===== config.mk =====
export PLATFORM = sky130hd
export DESIGN_NAME = vx_sfu_pe_ordered_switch
export DESIGN_NICKNAME = d
export VERILOG_FILES = /design/src/rtl/vx_sfu_pe_ordered_switch.sv
export SDC_FILE = /design/constraint.sdc
export NUM_CORES = 1
export LEC_CHECK = 0
export BUFFER_PORTS_ARGS = -buffer_cell sky130_fd_sc_hd__clkbuf_2
export CAP_MARGIN = 20
export CORE_AREA = 3 3 157 159
export CTS_CLUSTER_DIAMETER = 120
export DETAILED_ROUTE_END_ITERATION = 16
export DIE_AREA = 0 0 160 162
export HOLD_SLACK_MARGIN = 0.02
export SYNTH_ARGS = -nofsm -noshare
export SYNTH_HDL_FRONTEND = slang
export SYNTH_SLANG_ARGS = --single-unit

===== constraint.sdc =====
create_clock -name clk -period 4.1 [get_ports clk]
set_clock_uncertainty 0.05 [all_clocks]
set_input_delay 0.205 -clock clk [delete_from_list [all_inputs] [get_ports clk]]
set_output_delay 0.205 -clock clk [all_outputs]
set_load 0.02 [all_outputs]

===== src/rtl/vx_sfu_pe_ordered_switch.sv =====
// Ordered request/response switch between the SFU dispatch stream and its PEs.
// Responses are returned strictly in issue order using a tag FIFO of PE indices.
module vx_sfu_pe_ordered_switch #(
   parameter int PE_COUNT    = 2,
   parameter int DATA_WIDTH  = 64,
   parameter int RSP_WIDTH   = 64,
   parameter int ORDER_DEPTH = 8,
   parameter int MAX_PENDING = 4,
   parameter int PE_SEL_BITS = $clog2(PE_COUNT)
) (
   input  logic                                      clk,
   input  logic                                      reset,
   input  logic                                      req_valid,
   input  logic [DATA_WIDTH-1:0]                     req_data,
   input  logic [PE_SEL_BITS-1:0]                    req_pe_sel,
   output logic                                      req_ready,
   output logic [PE_COUNT-1:0]                       pe_req_valid,
   output logic [PE_COUNT*DATA_WIDTH-1:0]            pe_req_data,
   input  logic [PE_COUNT-1:0]                       pe_req_ready,
   input  logic [PE_COUNT-1:0]                       pe_rsp_valid,
   input  logic [PE_COUNT*RSP_WIDTH-1:0]             pe_rsp_data,
   output logic [PE_COUNT-1:0]                       pe_rsp_ready,
   output logic                                      rsp_valid,
   output logic [RSP_WIDTH-1:0]                      rsp_data,
   output logic [PE_SEL_BITS-1:0]                    rsp_pe,
   input  logic                                      rsp_ready,
   output logic [PE_COUNT*$clog2(MAX_PENDING+1)-1:0] pending_cnt,
   output logic                                      idle
);

   localparam int CW = $clog2(MAX_PENDING + 1);
   localparam int AW = $clog2(ORDER_DEPTH);

   logic [PE_SEL_BITS-1:0] r_ord [ORDER_DEPTH];
   logic [AW-1:0]          r_wr;
   logic [AW-1:0]          r_rd;
   logic [AW:0]            r_cnt;
   logic [CW-1:0]          r_pend [PE_COUNT];
   logic                   r_rsp_valid;
   logic [RSP_WIDTH-1:0]   r_rsp_data;
   logic [PE_SEL_BITS-1:0] r_rsp_pe;

   logic                   w_full;
   logic                   w_empty;
   logic                   w_sel_ok;
   logic                   w_out_en;
   logic                   w_issue;
   logic                   w_take;
   logic [PE_SEL_BITS-1:0] w_head;
   logic [RSP_WIDTH-1:0]   w_head_data;
   logic [PE_COUNT-1:0]    w_req_v;
   logic [PE_COUNT-1:0]    w_rsp_r;
   logic [PE_COUNT-1:0]    w_inc;
   logic [PE_COUNT-1:0]    w_dec;

   assign w_full   = (r_cnt == (AW+1)'(ORDER_DEPTH));
   assign w_empty  = (r_cnt == '0);
   assign w_sel_ok = ({1'b0, req_pe_sel} < (PE_SEL_BITS+1)'(PE_COUNT));
   assign w_head   = r_ord[r_rd];
   assign w_out_en = !r_rsp_valid || rsp_ready;

   // Request steering, head-of-order response gating and per-PE count deltas
   always_comb begin
      w_req_v     = '0;
      w_rsp_r     = '0;
      w_inc       = '0;
      w_dec       = '0;
      w_head_data = '0;
      pe_req_data = '0;
      pending_cnt = '0;
      for (int i = 0; i < PE_COUNT; i++) begin
         pe_req_data[i*DATA_WIDTH +: DATA_WIDTH] = req_data;
         pending_cnt[i*CW +: CW] = r_pend[i];
         w_req_v[i] = req_valid && w_sel_ok && !w_full &&
                      (req_pe_sel == PE_SEL_BITS'(i)) &&
                      (r_pend[i] < CW'(MAX_PENDING));
         w_rsp_r[i] = !w_empty && w_out_en &&
                      (w_head == PE_SEL_BITS'(i));
         w_inc[i] = w_req_v[i] && pe_req_ready[i];
         w_dec[i] = w_rsp_r[i] && pe_rsp_valid[i];
         if (w_head == PE_SEL_BITS'(i))
            w_head_data = pe_rsp_data[i*RSP_WIDTH +: RSP_WIDTH];
      end
   end

   assign w_issue      = |w_inc;
   assign w_take       = |w_dec;
   assign req_ready    = w_issue;
   assign pe_req_valid = w_req_v;
   assign pe_rsp_ready = w_rsp_r;
   assign rsp_valid    = r_rsp_valid;
   assign rsp_data     = r_rsp_data;
   assign rsp_pe       = r_rsp_pe;
   assign idle         = w_empty && !r_rsp_valid;

   // Order FIFO storage: record target PE of every issued request
   always_ff @(posedge clk) begin
      if (w_issue)
         r_ord[r_wr] <= req_pe_sel;
   end

   // Order FIFO pointers and occupancy
   always_ff @(posedge clk or negedge reset) begin
      if (!reset) begin
         r_wr  <= '0;
         r_rd  <= '0;
         r_cnt <= '0;
      end else begin
         if (w_issue)
            r_wr <= r_wr + 1'b1;
         if (w_take)
            r_rd <= r_rd + 1'b1;
         case ({w_issue, w_take})
            2'b10:   r_cnt <= r_cnt + 1'b1;
            2'b01:   r_cnt <= r_cnt - 1'b1;
            default: r_cnt <= r_cnt;
         endcase
      end
   end

   // Per-PE outstanding counters; issue and retire together cancel
   always_ff @(posedge clk or negedge reset) begin
      if (!reset) begin
         for (int i = 0; i < PE_COUNT; i++)
            r_pend[i] <= '0;
      end else begin
         for (int i = 0; i < PE_COUNT; i++) begin
            if (w_inc[i] && !w_dec[i])
               r_pend[i] <= r_pend[i] + 1'b1;
            else if (!w_inc[i] && w_dec[i])
               r_pend[i] <= r_pend[i] - 1'b1;
         end
      end
   end

   // Registered response stage; holds data while downstream stalls
   always_ff @(posedge clk or negedge reset) begin
      if (!reset) begin
         r_rsp_valid <= 1'b0;
         r_rsp_data  <= '0;
         r_rsp_pe    <= '0;
      end else if (w_take) begin
         r_rsp_valid <= 1'b1;
         r_rsp_data  <= w_head_data;
         r_rsp_pe    <= w_head;
      end else if (rsp_ready) begin
         r_rsp_valid <= 1'b0;
      end
   end

endmodule


==> results.py <==
metrics = {
    "route": {
        "viasPerCell": 3.91,
        "drc": 0,
        "antenna_left": 0,
        "drt_wl_total_um": 11700,
        "drtPass1Iterations": 4,
        "wire_per_inst_um": 13.4,
        "drt_iter0_drc": 92,
        "dr_total_vias": 3393,
    },
    "finish": {
        "finalNetCount": 754,
        "area_delta_synth_final_pct": 12.3,
        "fillers": 2502,
        "num_antenna_cells": 0,
        "drive_gt1_share_pct": 66.5,
        "instances_no_fill": 868,
    },
    "placed_design": {
        "place_hpwl_um": 8980,
        "place_inst": 851,
        "io_buffers": 214,
        "place_ws_ns": 0.849,
        "gp_congestion": 0.691,
    },
    "cts": {
        "cts_setup_buffers": 0,
        "cts.clk_slew.worst_paths_ns": 0.07,
        "cts.sinks": 90,
        "htree_levels": 3,
        "cts_buffers": 9,
        "cts_tree": "done",
        "cts_buffer_depth": 2,
        "clk_latency_ns": 0.34,
        "cts_root_buf": "clkbuf_16",
    },
    "worst_setup_path": {
        "endpoint_kind": "flop",
        "rr_endpoint": "r_cnt[2]",
        "reg2reg_depth": 12,
        "critical_path_required_ns": 4.27,
        "cp.arrival_ns": 3.37,
        "startpoint_type": "flop",
        "crit_path_end": "r_cnt[2]",
        "reg2reg_slack_ns": 0.90,
        "rr_startpoint": "r_cnt[1]",
        "crit_start": "r_cnt[1]",
        "cp_max_fo": 30,
        "criticalPathCategory": "reg2reg",
    },
    "floorplanning": {
        "die_y_um": 162,
        "num_io_pins": 407,
        "coreArea_mm2": 0.0234,
        "initial_core_util_pct": 23.9,
        "die_x_um": 160,
        "row_count": 56,
        "die_area_mm2": 0.0259,
    },
    "sta": {
        "relSlewSlack_pct": 43.8,
        "final_hold_viol_count": 0,
        "hold_ws_ns": 0.0972,
        "slew_violations": 0,
        "setup_viol": 0,
        "grt_setup_unrepaired": "false",
        "min_period_over_period_pct": 78.0,
        "finalWorstSetupSlack_ns": 0.902,
        "final.min_clock_period_ns": 3.20,
        "fmax_mhz": 313,
        "setup_tns_ns": 0,
        "tightest_slew_ns": 0.832,
    },
    "synth": {
        "synth_edf_count": 8,
        "synth-seq-area-share_pct": 41.0,
        "synth_common_cells": "buf_4 (134), mux2_2 (115), dfrtp_1 (82)",
        "async_flop_share_pct": 91.1,
        "yosys_warnings": 0,
        "netlist.area_leader.share_pct": 36.7,
        "yosys_most_used_dff": "dfrtp_1",
        "syn_inst": 459,
        "synth_nets": 669,
        "synth.area.top_cells": "dfrtp_1 (37%), mux2_2 (23%), buf_4 (18%)",
        "synth_most_common_cell": "buf_4",
        "syn_area_mm2": 0.00559,
        "avgSynthCellArea_um2": 12.2,
        "synth.distinct_cells": 35,
        "yosys_register_bits": 90,
        "synth_area_leader_cell": "dfrtp_1",
    },
    "status": {
        "status": "finished clean",
    },
    "power_and_ir_drop": {
        "powerDensity_mw_per_mm2": 870,
        "p_total_uw": 5460,
        "vdd.ir_drop.worst_mv": 0.428,
        "power.leakage_uw": 0.00295,
    },
    "grt": {
        "overflow": 0,
        "antenna_found_initial": 1,
        "grt_max_degree": 55,
        "first_global_vias": 3460,
        "grt_use_total_pct": 8.91,
        "grt_pass1_wl_um": 18400,
    },
    "min_path": {
        "hp-start": "pe_rsp_valid[1]",
        "min_path_type": "in2reg",
    },
    "flow_run": {
        "drv_cap": 0,
    },
}
-- per-stage QoR --
stage	cell area [um2]	util [%]
2_1_floorplan	5590	-
3_3_place_gp	5980	25.6
3_5_place_dp	5980	25.6
4_1_cts	6270	26.8
5_1_grt	6270	26.8
6_report	6270	26.8
-- where the power goes --
group	switching (uW)	internal [uW]
Sequential	276	1350
Combinational	1530	1530
Clock	352	430
Total	2160	3300
-- worst min path at each step --
stage,slack [ns],end,depth (start not counted)
after floorplan,-0.14,pending_cnt[0],0
after global placement,0.25,rsp_data[26],1
after detailed placement,0.25,rsp_data[26],1
after CTS,0.07,rsp_pe,2
after global routing,0.09,rsp_pe,2
final,0.1,rsp_pe,2
-- state kept, by name (all words and copies together), names as in the netlist --
name,flops
pending_cnt,6
r_wr,3
r_rd,3
rsp_data,64
r_ord,8
r_cnt,4
rsp_valid,1
rsp_pe,1
-- cells in the final DEF, fill, tap and decap left out, types with 6 or more instances in the layout --
cell type and instances:
clkbuf_16 9, nand2_1 14, edfxtp_1 8, dfrtp_1 82
mux2_2 115, inv_1 6, clkbuf_2 213, xnor2_1 7
nor2_1 8, xor2_1 7, ha_1 7, mux2_4 16
-- layout make-up --
type,count,area (um2),share of cell area [%]
clock inverters,5,37.5,0.598
multi-input cells,218,2170,34.5
repair buffers,219,1110,17.7
well taps,319,399,6.36
inverters,6,22.5,0.359
flip-flops and latches,90,2290,36.5
clock buffers,11,243,3.87
-- metal layers --
| layer | routed length, um | global-route usage [%] |
|---|---|---|
| met1 | 4550 | 10.1 |
| met2 | 5550 | 14.5 |
| met3 | 1390 | 5.15 |
| met4 | 151 | 2.37 |
| met5 | 13 | 0 |
-- repair_timing --
| action | 4_1_cts | 5_1_grt |
|---|---|---|
| endpoints found under the setup margin | 0 | 0 |
| resized for setup | 0 | 0 |
| endpoints found under the hold margin | 53 | 0 |
| hold buffers | 1 | 0 |
-- critical path, stage by stage, from the launching register on --
cell,delay [ns]
dfrtp_1,0.44
or4_1,0.57
and2_1,0.24
nand2_1,0.09
mux2_4,0.42
inv_1,0.12
ha_1,0.28
xor2_1,0.17
ha_1,0.19
a21oi_1,0.14
xor2_1,0.16
nor2_1,0.06
xor2_1,0.14
-- kinds of logic after synthesis --
family                   Yosys count  share of synthesized area [%]
flip-flops                        90                           41.0
XOR/XNOR                          14                           2.19
AND/OR/NAND/NOR                   51                           4.72
AO/OA/AOI/OAI                      6                          0.806
buffers and inverters            151                           20.2
adder cells (fa/ha/maj)            9                           2.28
multiplexers                     138                           28.8
Note: power is estimated with default switching activity, not from simulation.
